[src/rtl/paula_audio_sigmadelta_decoder.sv]
// Stereo 1-bit sigma/delta bitstream decoder built from a 3rd-order CIC
// decimator per channel, running at the clk7_en bit rate.
// Optional macro PAULA_SD_DECODER_DCBLOCK_EN adds a first-order DC blocker
// behind the CIC scaling; it costs one extra clk of output latency.
module paula_audio_sigmadelta_decoder #(
    parameter int DW   = 15,
    parameter int LOGR = 6
) (
    input  logic                 clk,
    input  logic                 reset,
    input  logic                 clk7_en,
    input  logic                 left,
    input  logic                 right,
    output logic signed [DW-1:0] ldata,
    output logic signed [DW-1:0] rdata,
    output logic                 sample_valid
);

    // Internal CIC width and the shift that brings the full-scale CIC gain
    // down to the output sample width.
    localparam int W  = 3 * LOGR + 2;
    localparam int SH = 3 * LOGR - (DW - 1);
    localparam logic signed [W-1:0] SAT_POS = W'((1 << (DW - 1)) - 1);

    // Channel 0 is left, channel 1 is right throughout.
    logic [1:0]         bitIn;
    logic [1:0][W-1:0]  xIn;
    logic [LOGR-1:0]    decCnt_q;
    logic               tick;

    logic [1:0][W-1:0]  integ1_q, integ2_q, integ3_q;
    logic [1:0][W-1:0]  dly1_q, dly2_q, dly3_q;
    logic [1:0][W-1:0]  comb1, comb2, comb3;
    logic [1:0][W-1:0]  shifted;
    logic [1:0][DW-1:0] scaled;

    logic [1:0][DW-1:0] outData_q;
    logic               valid_q;

    assign bitIn = {right, left};
    assign tick  = clk7_en && (decCnt_q == '1);

    // Map each input bit to +1 / -1 and build the comb differences and the
    // scaled, positively saturated CIC result.
    always_comb begin
        for (int ch = 0; ch < 2; ch++) begin
            xIn[ch]     = bitIn[ch] ? W'(1) : {W{1'b1}};
            comb1[ch]   = integ3_q[ch] - dly1_q[ch];
            comb2[ch]   = comb1[ch] - dly2_q[ch];
            comb3[ch]   = comb2[ch] - dly3_q[ch];
            shifted[ch] = W'(signed'(comb3[ch]) >>> SH);
            if (signed'(shifted[ch]) > SAT_POS) begin
                scaled[ch] = SAT_POS[DW-1:0];
            end else begin
                scaled[ch] = shifted[ch][DW-1:0];
            end
        end
    end

    // Integrator cascade; each stage adds the previous stage's registered
    // value, and wrap-around is intended (the combs undo it).
    always_ff @(posedge clk or posedge reset) begin
        if (reset) begin
            integ1_q <= '0;
            integ2_q <= '0;
            integ3_q <= '0;
        end else if (clk7_en) begin
            for (int ch = 0; ch < 2; ch++) begin
                integ1_q[ch] <= integ1_q[ch] + xIn[ch];
                integ2_q[ch] <= integ2_q[ch] + integ1_q[ch];
                integ3_q[ch] <= integ3_q[ch] + integ2_q[ch];
            end
        end
    end

    // Shared decimation counter; the tick fires when it is about to wrap.
    always_ff @(posedge clk or posedge reset) begin
        if (reset) begin
            decCnt_q <= '0;
        end else if (clk7_en) begin
            decCnt_q <= decCnt_q + 1'b1;
        end
    end

    // Comb delay registers, advanced once per decimated sample.
    always_ff @(posedge clk or posedge reset) begin
        if (reset) begin
            dly1_q <= '0;
            dly2_q <= '0;
            dly3_q <= '0;
        end else if (tick) begin
            for (int ch = 0; ch < 2; ch++) begin
                dly1_q[ch] <= integ3_q[ch];
                dly2_q[ch] <= comb1[ch];
                dly3_q[ch] <= comb2[ch];
            end
        end
    end

`ifdef PAULA_SD_DECODER_DCBLOCK_EN
    localparam int AW = DW + 8;
    localparam logic signed [AW-1:0] OUT_MAX = AW'((1 << (DW - 1)) - 1);
    localparam logic signed [AW-1:0] OUT_MIN = AW'(-(1 << (DW - 1)));

    logic [1:0][DW-1:0] sHold_q, sPrev_q;
    logic [1:0][AW-1:0] yPrev_q;
    logic [1:0][AW-1:0] sExt, pExt, yNext;
    logic [1:0][DW-1:0] yOut;
    logic               pend_q;

    // Blocker arithmetic: y = s - s_prev + y_prev - (y_prev >>> 8),
    // followed by saturation back to the sample width.
    always_comb begin
        for (int ch = 0; ch < 2; ch++) begin
            sExt[ch]  = {{8{sHold_q[ch][DW-1]}}, sHold_q[ch]};
            pExt[ch]  = {{8{sPrev_q[ch][DW-1]}}, sPrev_q[ch]};
            yNext[ch] = sExt[ch] - pExt[ch] + yPrev_q[ch]
                        - AW'(signed'(yPrev_q[ch]) >>> 8);
            if (signed'(yNext[ch]) > OUT_MAX) begin
                yOut[ch] = OUT_MAX[DW-1:0];
            end else if (signed'(yNext[ch]) < OUT_MIN) begin
                yOut[ch] = OUT_MIN[DW-1:0];
            end else begin
                yOut[ch] = yNext[ch][DW-1:0];
            end
        end
    end

    // Capture the scaled CIC sample on the tick, then run the blocker on the
    // following clk so the valid pulse lines up with the blocked output.
    always_ff @(posedge clk or posedge reset) begin
        if (reset) begin
            sHold_q   <= '0;
            sPrev_q   <= '0;
            yPrev_q   <= '0;
            pend_q    <= 1'b0;
            outData_q <= '0;
            valid_q   <= 1'b0;
        end else begin
            pend_q  <= tick;
            valid_q <= pend_q;
            if (tick) begin
                sHold_q <= scaled;
            end
            if (pend_q) begin
                sPrev_q   <= sHold_q;
                yPrev_q   <= yNext;
                outData_q <= yOut;
            end
        end
    end
`else
    // Register the scaled CIC sample on the tick and pulse valid for one clk.
    always_ff @(posedge clk or posedge reset) begin
        if (reset) begin
            outData_q <= '0;
            valid_q   <= 1'b0;
        end else begin
            valid_q <= tick;
            if (tick) begin
                outData_q <= scaled;
            end
        end
    end
`endif

    assign ldata        = outData_q[0];
    assign rdata        = outData_q[1];
    assign sample_valid = valid_q;

endmodule
[config.mk]
export PLATFORM = sky130hd
export DESIGN_NAME = paula_audio_sigmadelta_decoder
export DESIGN_NICKNAME = d
export VERILOG_FILES = /design/src/rtl/paula_audio_sigmadelta_decoder.sv
export SDC_FILE = /design/constraint.sdc
export NUM_CORES = 1
export LEC_CHECK = 0
export CORE_ASPECT_RATIO = 0.6
export CORE_MARGIN = 8
export CORE_UTILIZATION = 58
export CTS_BUF_LIST = sky130_fd_sc_hd__clkbuf_16
export CTS_CLUSTER_SIZE = 16
export DETAILED_ROUTE_END_ITERATION = 8
export PLACE_DENSITY = 0.81
export SYNTH_ARGS = -nofsm -noshare
export SYNTH_HDL_FRONTEND = slang
export SYNTH_SLANG_ARGS = --single-unit
[constraint.sdc]
create_clock -name clk -period 27.6 [get_ports clk]
set_input_delay 5.52 -clock clk [delete_from_list [all_inputs] [get_ports clk]]
set_output_delay 5.52 -clock clk [all_outputs]
set_load 0.05 [all_outputs]
==> run_results.csv, run 1 <==
group,metric,value,unit
run_status,status,"finished clean",
layout,fin_util,62.75,%
flow_run,maxCapViolations,0,
detailed_routing,routed_wl,40180,um
worst_setup_path,slowest_stage,"a2111oi_0",
timing,hold_slack,0.4788,ns
yosys,synth_flop_cell,"dfrtp_1",
clock_tree,cts_tree,"done",
clock_tree,cts_inserted_buffers,27,
detailed_routing,vias,15590,
detailed_routing,highest_layer,"met4",
timing,setup_viol,0,
worst_setup_path,critPathRequiredTime,28.03,ns
global_route,grt_max_degree,137,
timing,drv_slew,0,
yosys,yosys_warnings,0,
timing,rsz0062_at_grt,"no",
detailed_routing,drt_iter0_markers,850,
worst_setup_path,slowest_delay,0.69,ns
worst_setup_path,critPathCaptureType,"register",
worst_setup_path,crit_type,"in -> reg",
layout,regArea,6932,um^2
yosys,syn-mean-instance-area,9.191,um^2
detailed_routing,wl_met1,18810,um
timing,max_freq,0.1131,GHz
layout,antenna_cells,0,
layout,final_layout_size_suffix_gt1_share,8.117,%
global_route,grt_pass1_wl,72640,um
worst_setup_path,timing.rr.end,"ldata[1]",
worst_setup_path,path_cells,"clkdlybuf4s50_1 > inv_1 > ha_1 > a21o_1 > a21o_1 > a2111oi_0 > o311ai_0 > nand3_1 > o211ai_1 > a31oi_1 > xnor2_1 > nand2_1 > xnor2_1",
timing,tightest_slew,1.100,ns
clock_tree,cts_resized,0,
worst_setup_path,crit_path_max_fanout,20,
layout,fillers,2749,
clock_tree,clkTransAtPathRegs,0.07,ns
detailed_routing,drt-wirelength-per-cell,14.90,um
timing,skew,0.02126,ns
worst_setup_path,cp_top_family,"compound AO/OA/AOI/OAI gates",
worst_setup_path,cp_data_arrival_time,9.27,ns
die,die_w,256.7,um
layout,stdcell_area,21720,um^2
placed_design,gp_congestion,0.8497,
die,rows,53,
worst_setup_path,reg2reg_depth,27,
global_route,grt_use_total,19.68,%
yosys,syn_inst,2193,
yosys,synth_top_area_share,34.39,%
hold_path,min_to,"rdata[14]",
yosys,syn_area,20160,um^2
hold_path,hold_path.class,"reg -> reg",
placed_design,hpwl,28790,um
detailed_routing,detail_route.first_pass.iterations,6,
yosys,synth.net_count,2433,
yosys,synth_area_leaders,"dfrtp_1 (34%), ha_1 (14%), xnor2_1 (5.9%)",
die,start_util,58.23,%
worst_setup_path,startpoint_type,"primary input",
yosys,ys_async_sr_fraction,100.0,%
clock_tree,insertion_delay,0.55,ns
global_route,first_global_vias,16050,
timing,min_period_over_period,32.04,%
worst_setup_path,r2r_slack,21.52,ns
layout,final_net_count,2450,
clock_tree,numClockSinks,277,
global_route,antenna_found_initial,0,
clock_tree,htreeDepth,1,
detailed_routing,wl_met2,19730,um
die,io_pins,36,
detailed_routing,ant_nets,0,
clock_tree,post_cts_buffers,0,
layout,area_growth,7.766,%
die,die_y,160.4,um
placed_design,place_area,20920,um^2
detailed_routing,viasPerCell,5.781,
hold_path,hold_path_startpoint,"rdata[14]",
timing,slew_headroom,26.69,%
clock_tree,clockBufferDepth,3,
yosys,synth_top_area_cell,"dfrtp_1",
detailed_routing,met3WireLength,1014,um
yosys,ys_types,91,
yosys,synth-edff-count,0,
yosys,yosysSeqAreaShare,34.39,%
clock_tree,cts_hold_buf,0,
die,core-area,34620,um^2
die,die_area,41170,um^2
worst_setup_path,worstReg2RegStart,"integ3_q[0]",
hold_path,holdPathStages,2,
clock_tree,cts_root_buf,"clkbuf_16",
placed_design,port_buffers,35,
detailed_routing,remaining_drc_errors,0,
timing,hold_viol,0,
layout,multiInputGateArea,12370,um^2
global_route,grt_overflow,0,
yosys,ys_seq_elements,277,
timing,layout_min_cycle_time,8.844,ns
timing,fin_tns_setup,0,ns
worst_setup_path,critPathBufInv,2,
==> worst max path at each step <==
stage / from / to / slack (ns) / cells after the start
2_1_floorplan: reset / decCnt_q[0] / 14.44 / 1
3_3_place_gp: right / integ1_q[39] / 18.36 / 13
3_5_place_dp: right / integ1_q[39] / 18.20 / 13
4_1_cts: right / integ1_q[39] / 18.76 / 13
5_1_grt: left / integ1_q[16] / 18.46 / 13
6_report: right / integ1_q[39] / 18.76 / 13
==> synth_stat cells, types with 7 or more instances <==
cell	n
buf_1	8
nand2b_1	23
nor3_1	61
xor2_1	44
a211o_1	7
a211oi_1	13
nor2_1	109
o31ai_1	10
o21a_1	31
nand4_1	10
a31oi_1	16
o2111ai_1	7
and3_1	19
or2_2	8
clkbuf_1	40
o31a_1	9
inv_1	167
or3_1	11
o211ai_1	21
mux2_2	87
nand3b_1	9
a21o_1	52
ha_1	225
nand3_1	43
fa_1	10
o21ai_1	7
nand2_1	252
o41ai_2	7
xnor2_1	136
dfrtp_1	277
o311ai_0	9
o21bai_1	15
nor2b_1	31
o21ai_0	189
a21oi_1	120
==> cells by family after synthesis <==
| kind of cell | Yosys count | share of synthesized area, % |
|---|---|---|
| AO/OA/AOI/OAI | 576 | 18.78 |
| XOR/XNOR | 185 | 8.393 |
| adder cells (fa/ha/maj) | 235 | 14.96 |
| buffers and inverters | 221 | 4.271 |
| flip-flops | 277 | 34.39 |
| multiplexers | 92 | 5.109 |
| AND/OR/NAND/NOR | 607 | 14.10 |
==> cells in the final DEF (no fill, tap or decap), drive strengths merged, types with 20 or more instances in the layout <==
cell	netlist	layout
clkdlybuf4s50	0	34
dfrtp	277	277
nand2	252	252
nor3	61	61
clkbuf	42	27
a21oi	122	122
nand3	44	44
o211ai	23	23
a21o	52	52
xnor2	136	136
nor2b	31	31
and3	20	20
xor2	44	44
mux2	87	87
ha	225	225
nor2	109	109
nand2b	23	23
o21ai	199	199
inv	168	180
o21a	32	32
==> flip-flops by register name, indices dropped and copies added, names as in the netlist <==
signal,count
integ3_q,40
integ2_q,40
sample_valid,1
decCnt_q,6
dly3_q,40
integ1_q,40
dly1_q,40
ldata,15
dly2_q,40
rdata,15
==> per-layer routing <==
metal  vias up  track usage, %
met1      7557           25.64
met2       170           34.98
met5         -               0
li1       7810               -
met3        55           2.397
met4         0           4.153
==> layout make-up <==
class	count	share of cell area, %
clock buffers	27	3.111
clock inverters	22	0.5933
inverters	169	2.978
multi-input cells	1695	56.94
flip-flops and latches	277	31.91
well taps	467	2.690
repair buffers	40	1.774
==> worst min-delay path: cells and delay by family, from the launching register on <==
kind | cells | cell delay (ns)
simple gates | 2 | 0.10
flops | 1 | 0.35
==> through the flow <==
step	std cells	setup slack (ns)
3_5_place_dp	2648	18.20
5_1_grt	2697	18.46
6_report	2697	18.76
4_1_cts	2697	18.76
2_1_floorplan	2193	14.44
3_3_place_gp	2648	18.36
Power of run 1 is left out: the tool's default activity adds up to more than one toggle a clock period on the data nets, which glitch-free logic cannot reach.
==> inputs of run 2 (changes only) <==
--- a/config.mk
+++ b/config.mk
@@ -11,7 +11,7 @@
 export CTS_BUF_LIST = sky130_fd_sc_hd__clkbuf_16
 export CTS_CLUSTER_SIZE = 16
 export DETAILED_ROUTE_END_ITERATION = 8
-export PLACE_DENSITY = 0.81
+export PLACE_DENSITY = 0.84
 export SYNTH_ARGS = -nofsm -noshare
 export SYNTH_HDL_FRONTEND = slang
 export SYNTH_SLANG_ARGS = --single-unit
==> constraint.sdc (replaced) <==
create_clock -name clk -period 7.44 [get_ports clk]
set_input_delay 1.488 -clock clk [delete_from_list [all_inputs] [get_ports clk]]
set_output_delay 1.488 -clock clk [all_outputs]
set_load 0.05 [all_outputs]
==> run 2 against run 1 <==
Register-to-register slack worse by 20 ns. Flip-flop and latch count unchanged. Worst setup slack got worse by 17 ns. Highest routed layer unchanged.
==> run_results.csv, run 2 (synthesis gave the netlist of run 1 again) <==
group,metric,value,unit
run_status,status,"finished clean",
global_route,grt_pass1_wl,72840,um
worst_setup_path,cp_top_family,"compound AO/OA/AOI/OAI gates",
timing,skew,0.01109,ns
timing,layout_min_cycle_time,6.146,ns
global_route,antenna_found_initial,0,
die,die_w,256.7,um
die,die_y,160.4,um
clock_tree,numClockSinks,277,
placed_design,port_buffers,35,
layout,layout_common_cells,"dfrtp_1 (277), nand2_1 (252), ha_1 (225)",
global_route,grt_max_degree,144,
placed_design,dp_cells,2650,
clock_tree,htreeDepth,1,
worst_setup_path,critPathBufInv,2,
die,rows,53,
timing,slew_headroom,24.97,%
die,start_util,58.23,%
detailed_routing,drt_iter0_markers,1157,
detailed_routing,remaining_drc_errors,0,
timing,drv_slew,0,
clock_tree,cts_hold_buf,0,
clock_tree,insertion_delay,0.55,ns
worst_setup_path,slowest_delay,0.42,ns
die,die_area,41170,um^2
hold_path,hold_path_startpoint,"dly1_q[0]",
global_route,grt_overflow,0,
worst_setup_path,slowest_stage,"fa_1",
layout,stdcell_area,21820,um^2
die,io_pins,36,
timing,setup_viol,0,
worst_setup_path,critPathMostFrequentCell,"a21oi_1",
worst_setup_path,crit_type,"reg -> reg",
layout,antenna_cells,0,
detailed_routing,viasPerCell,5.806,
detailed_routing,drt-wirelength-per-cell,15.05,um
layout,final_common_cell,"dfrtp_1",
placed_design,hpwl,29020,um
die,core-area,34620,um^2
detailed_routing,ant_nets,0,
timing,tightest_slew,1.126,ns
worst_setup_path,crit_path_max_fanout,14,
detailed_routing,vias,15660,
clock_tree,clockBufferDepth,3,
global_route,grt_use_total,19.78,%
worst_setup_path,critPathCaptureType,"register",
layout,final_layout_size_suffix_gt1_share,8.516,%
worst_setup_path,cp_data_arrival_time,6.56,ns
placed_design,gp_congestion,0.8582,
clock_tree,clkTransAtPathRegs,0.06,ns
clock_tree,cts_resized,0,
worst_setup_path,cp-startpoint,"integ3_q[0]",
layout,final_net_count,2451,
layout,fin_cells,2698,
timing,rsz0062_at_grt,"no",
worst_setup_path,worstReg2RegStart,"integ3_q[0]",
clock_tree,cts_tree,"done",
detailed_routing,routed_wl,40620,um
worst_setup_path,startpoint_type,"register",
layout,area_growth,8.275,%
detailed_routing,detail_route.first_pass.iterations,8,
timing,min_period_over_period,82.61,%
detailed_routing,wl_met2,19610,um
clock_tree,cts_inserted_buffers,26,
timing,max_freq,0.1627,GHz
detailed_routing,highest_layer,"met4",
detailed_routing,wl_met1,19110,um
clock_tree,cts_root_buf,"clkbuf_16",
worst_setup_path,critPathRequiredTime,7.86,ns
clock_tree,post_cts_buffers,0,
placed_design,place_area,20940,um^2
detailed_routing,met3WireLength,1245,um
global_route,first_global_vias,15990,
timing,fin_tns_setup,0,ns
timing,hold_viol,0,
hold_path,hold_path.class,"reg -> reg",
flow_run,maxCapViolations,0,
[run 2: cell type report]
type / count / area, um^2
clock buffer: 27 / 675.6
clock inverter: 21 / 207.7
fill: 2622 / 12790
inverter: 169 / 643.1
multi-input combinational: 1695 / 12370
sequential: 277 / 6932
tap: 467 / 584.3
timing repair buffer: 42 / 412.9
[run 2: stage by stage]
stage,util [%],hold slack (ns),worst slack [ns]
3_3_place_gp,60.49,0.4575,1.870
3_5_place_dp,60.49,0.4601,1.533
4_1_cts,63.04,0.4785,1.438
5_1_grt,63.04,0.5161,0.8165
6_report,63.04,0.4825,1.294
2_1_floorplan,-,0.4418,2.287
[run 2: per-layer routing]
layer  global-route usage [%]  up-vias
met1                    25.99     7530
met5                        0        -
met3                    2.679       60
met2                    34.54      239
met4                    4.460        0
li1                         -     7835
[run 2: path summary, 6_finish.rpt]
check,cells past startpoint,slack [ns],end
max in group asynchronous,3,4.65,ldata[3]
setup reg to reg,27,1.29,ldata[6]
setup / recovery,27,1.29,ldata[6]
hold / removal,2,0.48,dly1_q[0]
min in group asynchronous,2,1.46,integ1_q[20]
hold reg to reg,2,0.48,dly1_q[0]
[run 2: worst register-to-register path, stage by stage, from the launching register on]
cell and delay, ns:
dfrtp_1 0.35, inv_1 0.06, ha_1 0.23, fa_1 0.42, nor2b_1 0.12, o21ai_0 0.10
a21boi_0 0.40, o211ai_1 0.20, nand2_1 0.13, inv_1 0.05, o21ai_0 0.13, a21oi_1 0.10
xnor2_1 0.25, ha_1 0.33, nor2b_1 0.18, a41oi_1 0.42, nand2b_1 0.11, a21oi_1 0.19
xnor2_1 0.16, ha_1 0.30, and3_1 0.18, a221oi_1 0.29, o21ai_1 0.22, a21oi_1 0.25
a21oi_1 0.13, xor2_1 0.21, nand3_2 0.30, o311ai_0 0.21
Power of run 2 is left out for the same reason.
==> inputs of run 3 (changes only) <==
==> constraint.sdc (replaced) <==
create_clock -name clk -period 5.4 [get_ports clk]
set_input_delay 1.08 -clock clk [delete_from_list [all_inputs] [get_ports clk]]
set_output_delay 1.08 -clock clk [all_outputs]
set_load 0.05 [all_outputs]
==> run 3 against run 2 <==
Hold slack better by 0.0087 ns. Maximum frequency up 14%. Global-route usage increased by 0.81 points. Register-to-register slack worse by 1.3 ns. Final cell count up 1.7%. Design area grew 3.3%. Highest routed layer unchanged. Utilization up 2.1 points. Critical path type unchanged. Count of clock-buffer cells in the layout did not move. Routed wire length grew 9.0%. Via count up 3.2%. Die area unchanged. Flip-flop and latch count is the same. The flow now finishes with violations (setup timing).
==> run_results.csv, run 3 (synthesis gave the netlist of run 1 again) <==
group,metric,value,unit
die,io_pins,36,
timing,tightest_slew,0.9553,ns
timing,max_freq,0.1847,GHz
detailed_routing,vias,16160,
global_route,busiest_layer,"met2",
placed_design,dp_cells,2664,
detailed_routing,drt-wirelength-per-cell,16.14,um
detailed_routing,ant_nets,0,
timing,hold_slack,0.4911,ns
detailed_routing,remaining_drc_errors,0,
clock_tree,cts_root_buf,"clkbuf_16",
die,rows,53,
layout,fin_cells,2744,
global_route,use_met1,27.19,%
worst_setup_path,critPathRequiredTime,5.87,ns
detailed_routing,routed_wl,44280,um
placed_design,port_buffers,35,
clock_tree,cts_hold_buf,0,
layout,layout_common_cells,"dfrtp_1 (277), nand2_1 (249), ha_1 (218)",
layout,antenna_cells,0,
detailed_routing,viasPerCell,5.889,
layout,final_layout_size_suffix_gt1_share,13.00,%
timing,layout_min_cycle_time,5.414,ns
die,die_y,160.4,um
global_route,antenna_found_initial,0,
global_route,use_met3,2.711,%
layout,final_common_cell,"dfrtp_1",
placed_design,hpwl,30350,um
run_status,failed_checks,"setup timing",
clock_tree,clkTransAtPathRegs,0.07,ns
placed_design,gp_congestion,0.8312,
timing,skew,0.01077,ns
global_route,grt_overflow,0,
global_route,grtUsageMet2,36.06,%
clock_tree,numClockSinks,277,
timing,setup_viol,1,
global_route,grt_use_total,20.59,%
worst_setup_path,crit_path_max_fanout,7,
clock_tree,insertion_delay,0.56,ns
timing,slew_headroom,36.22,%
clock_tree,htreeDepth,1,
worst_setup_path,r2r_slack,-0.01,ns
worst_setup_path,critPathCaptureType,"register",
layout,final_net_count,2499,
clock_tree,cts_tree,"done",
detailed_routing,drt_iter0_markers,976,
die,die_area,41170,um^2
timing,rsz0062_at_grt,"yes",
placed_design,pre_cts_ws,-0.1981,ns
die,die_w,256.7,um
run_status,status,"finished, violations left",
hold_path,hold_path.class,"reg -> reg",
timing,fin_tns_setup,-0.01434,ns
timing,hold_viol,0,
global_route,first_global_vias,16180,
timing,drv_slew,0,
die,core-area,34620,um^2
worst_setup_path,crit_type,"reg -> reg",
worst_setup_path,startpoint_type,"register",
flow_run,maxCapViolations,0,
timing,min_period_over_period,100.3,%
layout,area_growth,11.89,%
global_route,grt_pass1_wl,75210,um
global_route,grt_max_degree,134,
timing,setup_ws,-0.01434,ns
detailed_routing,detail_route.first_pass.iterations,5,
clock_tree,cts_inserted_buffers,27,
die,start_util,58.23,%
worst_setup_path,cp_data_arrival_time,5.88,ns
clock_tree,clockBufferDepth,3,
-- run 3: cell count changes in the layout (fill, tap and decap cells not counted), sizes merged --
cell and change:
clkinvlp -1, buf +45, inv +7, nand3 +1, nand3b +1, bufinv -1, clkinv -6
-- run 3: metrics by stage --
stage | cell area [um^2] | util [%]
final | 22550 | 65.15
after global routing | 22550 | 65.15
after CTS | 22070 | 63.75
after detailed placement | 21050 | 60.80
after global placement | 21050 | 60.80
after floorplan | 20160 | -
-- run 3: cell type report --
cell class	instances	area (um^2)
Multi-Input combinational cell	1697	12790
Fill cell	2538	12060
Sequential cell	277	6932
Timing Repair Buffer	87	762.0
Clock buffer	27	675.6
Inverter	169	643.1
Tap cell	467	584.3
Clock inverter	20	167.7
-- run 3: timing repair --
| action | CTS | global route |
|---|---|---|
| setup buffers | 7 | 25 |
| pin swaps | 11 | 55 |
| endpoints found under the setup margin | 30 | 30 |
| cloned | 2 | 0 |
| endpoints found under the hold margin | 0 | 0 |
| resized for setup | 21 | 75 |
-- run 3: final timing paths --
check / start / end / cells past startpoint
setup / recovery: integ3_q[20] / rdata[6] / 24
hold / removal: integ1_q[19] / integ1_q[19] / 1
setup reg to reg: integ3_q[20] / rdata[6] / 24
hold reg to reg: integ1_q[19] / integ1_q[19] / 1
max in group asynchronous: reset / integ1_q[1] / 3
min in group asynchronous: reset / integ1_q[24] / 2
-- run 3: critical path: stages (launching register included) --
cell and delay, ns:
dfrtp_1 0.39, inv_2 0.10, ha_4 0.14, inv_2 0.04, fa_2 0.37, a21o_1 0.20, a21oi_2 0.15, o21bai_1 0.12
o31a_1 0.33, o31a_1 0.29, o21a_1 0.18, nor2_1 0.12, xnor2_1 0.11, ha_1 0.36, a21o_1 0.17, a21o_1 0.17
a221o_1 0.37, a31oi_2 0.21, xnor2_1 0.12, ha_1 0.36, nand2_1 0.08, or4_4 0.53, nand3_4 0.11, nand3b_4 0.14
o211ai_1 0.16
-- run 3: per-layer routing --
| layer | vias up | wire [um] |
|---|---|---|
| met5 | - | 0 |
| met4 | 0 | 661 |
| li1 | 7926 | - |
| met3 | 67 | 1437 |
| met2 | 297 | 21840 |
| met1 | 7869 | 20340 |
Power of run 3 is left out for the same reason.
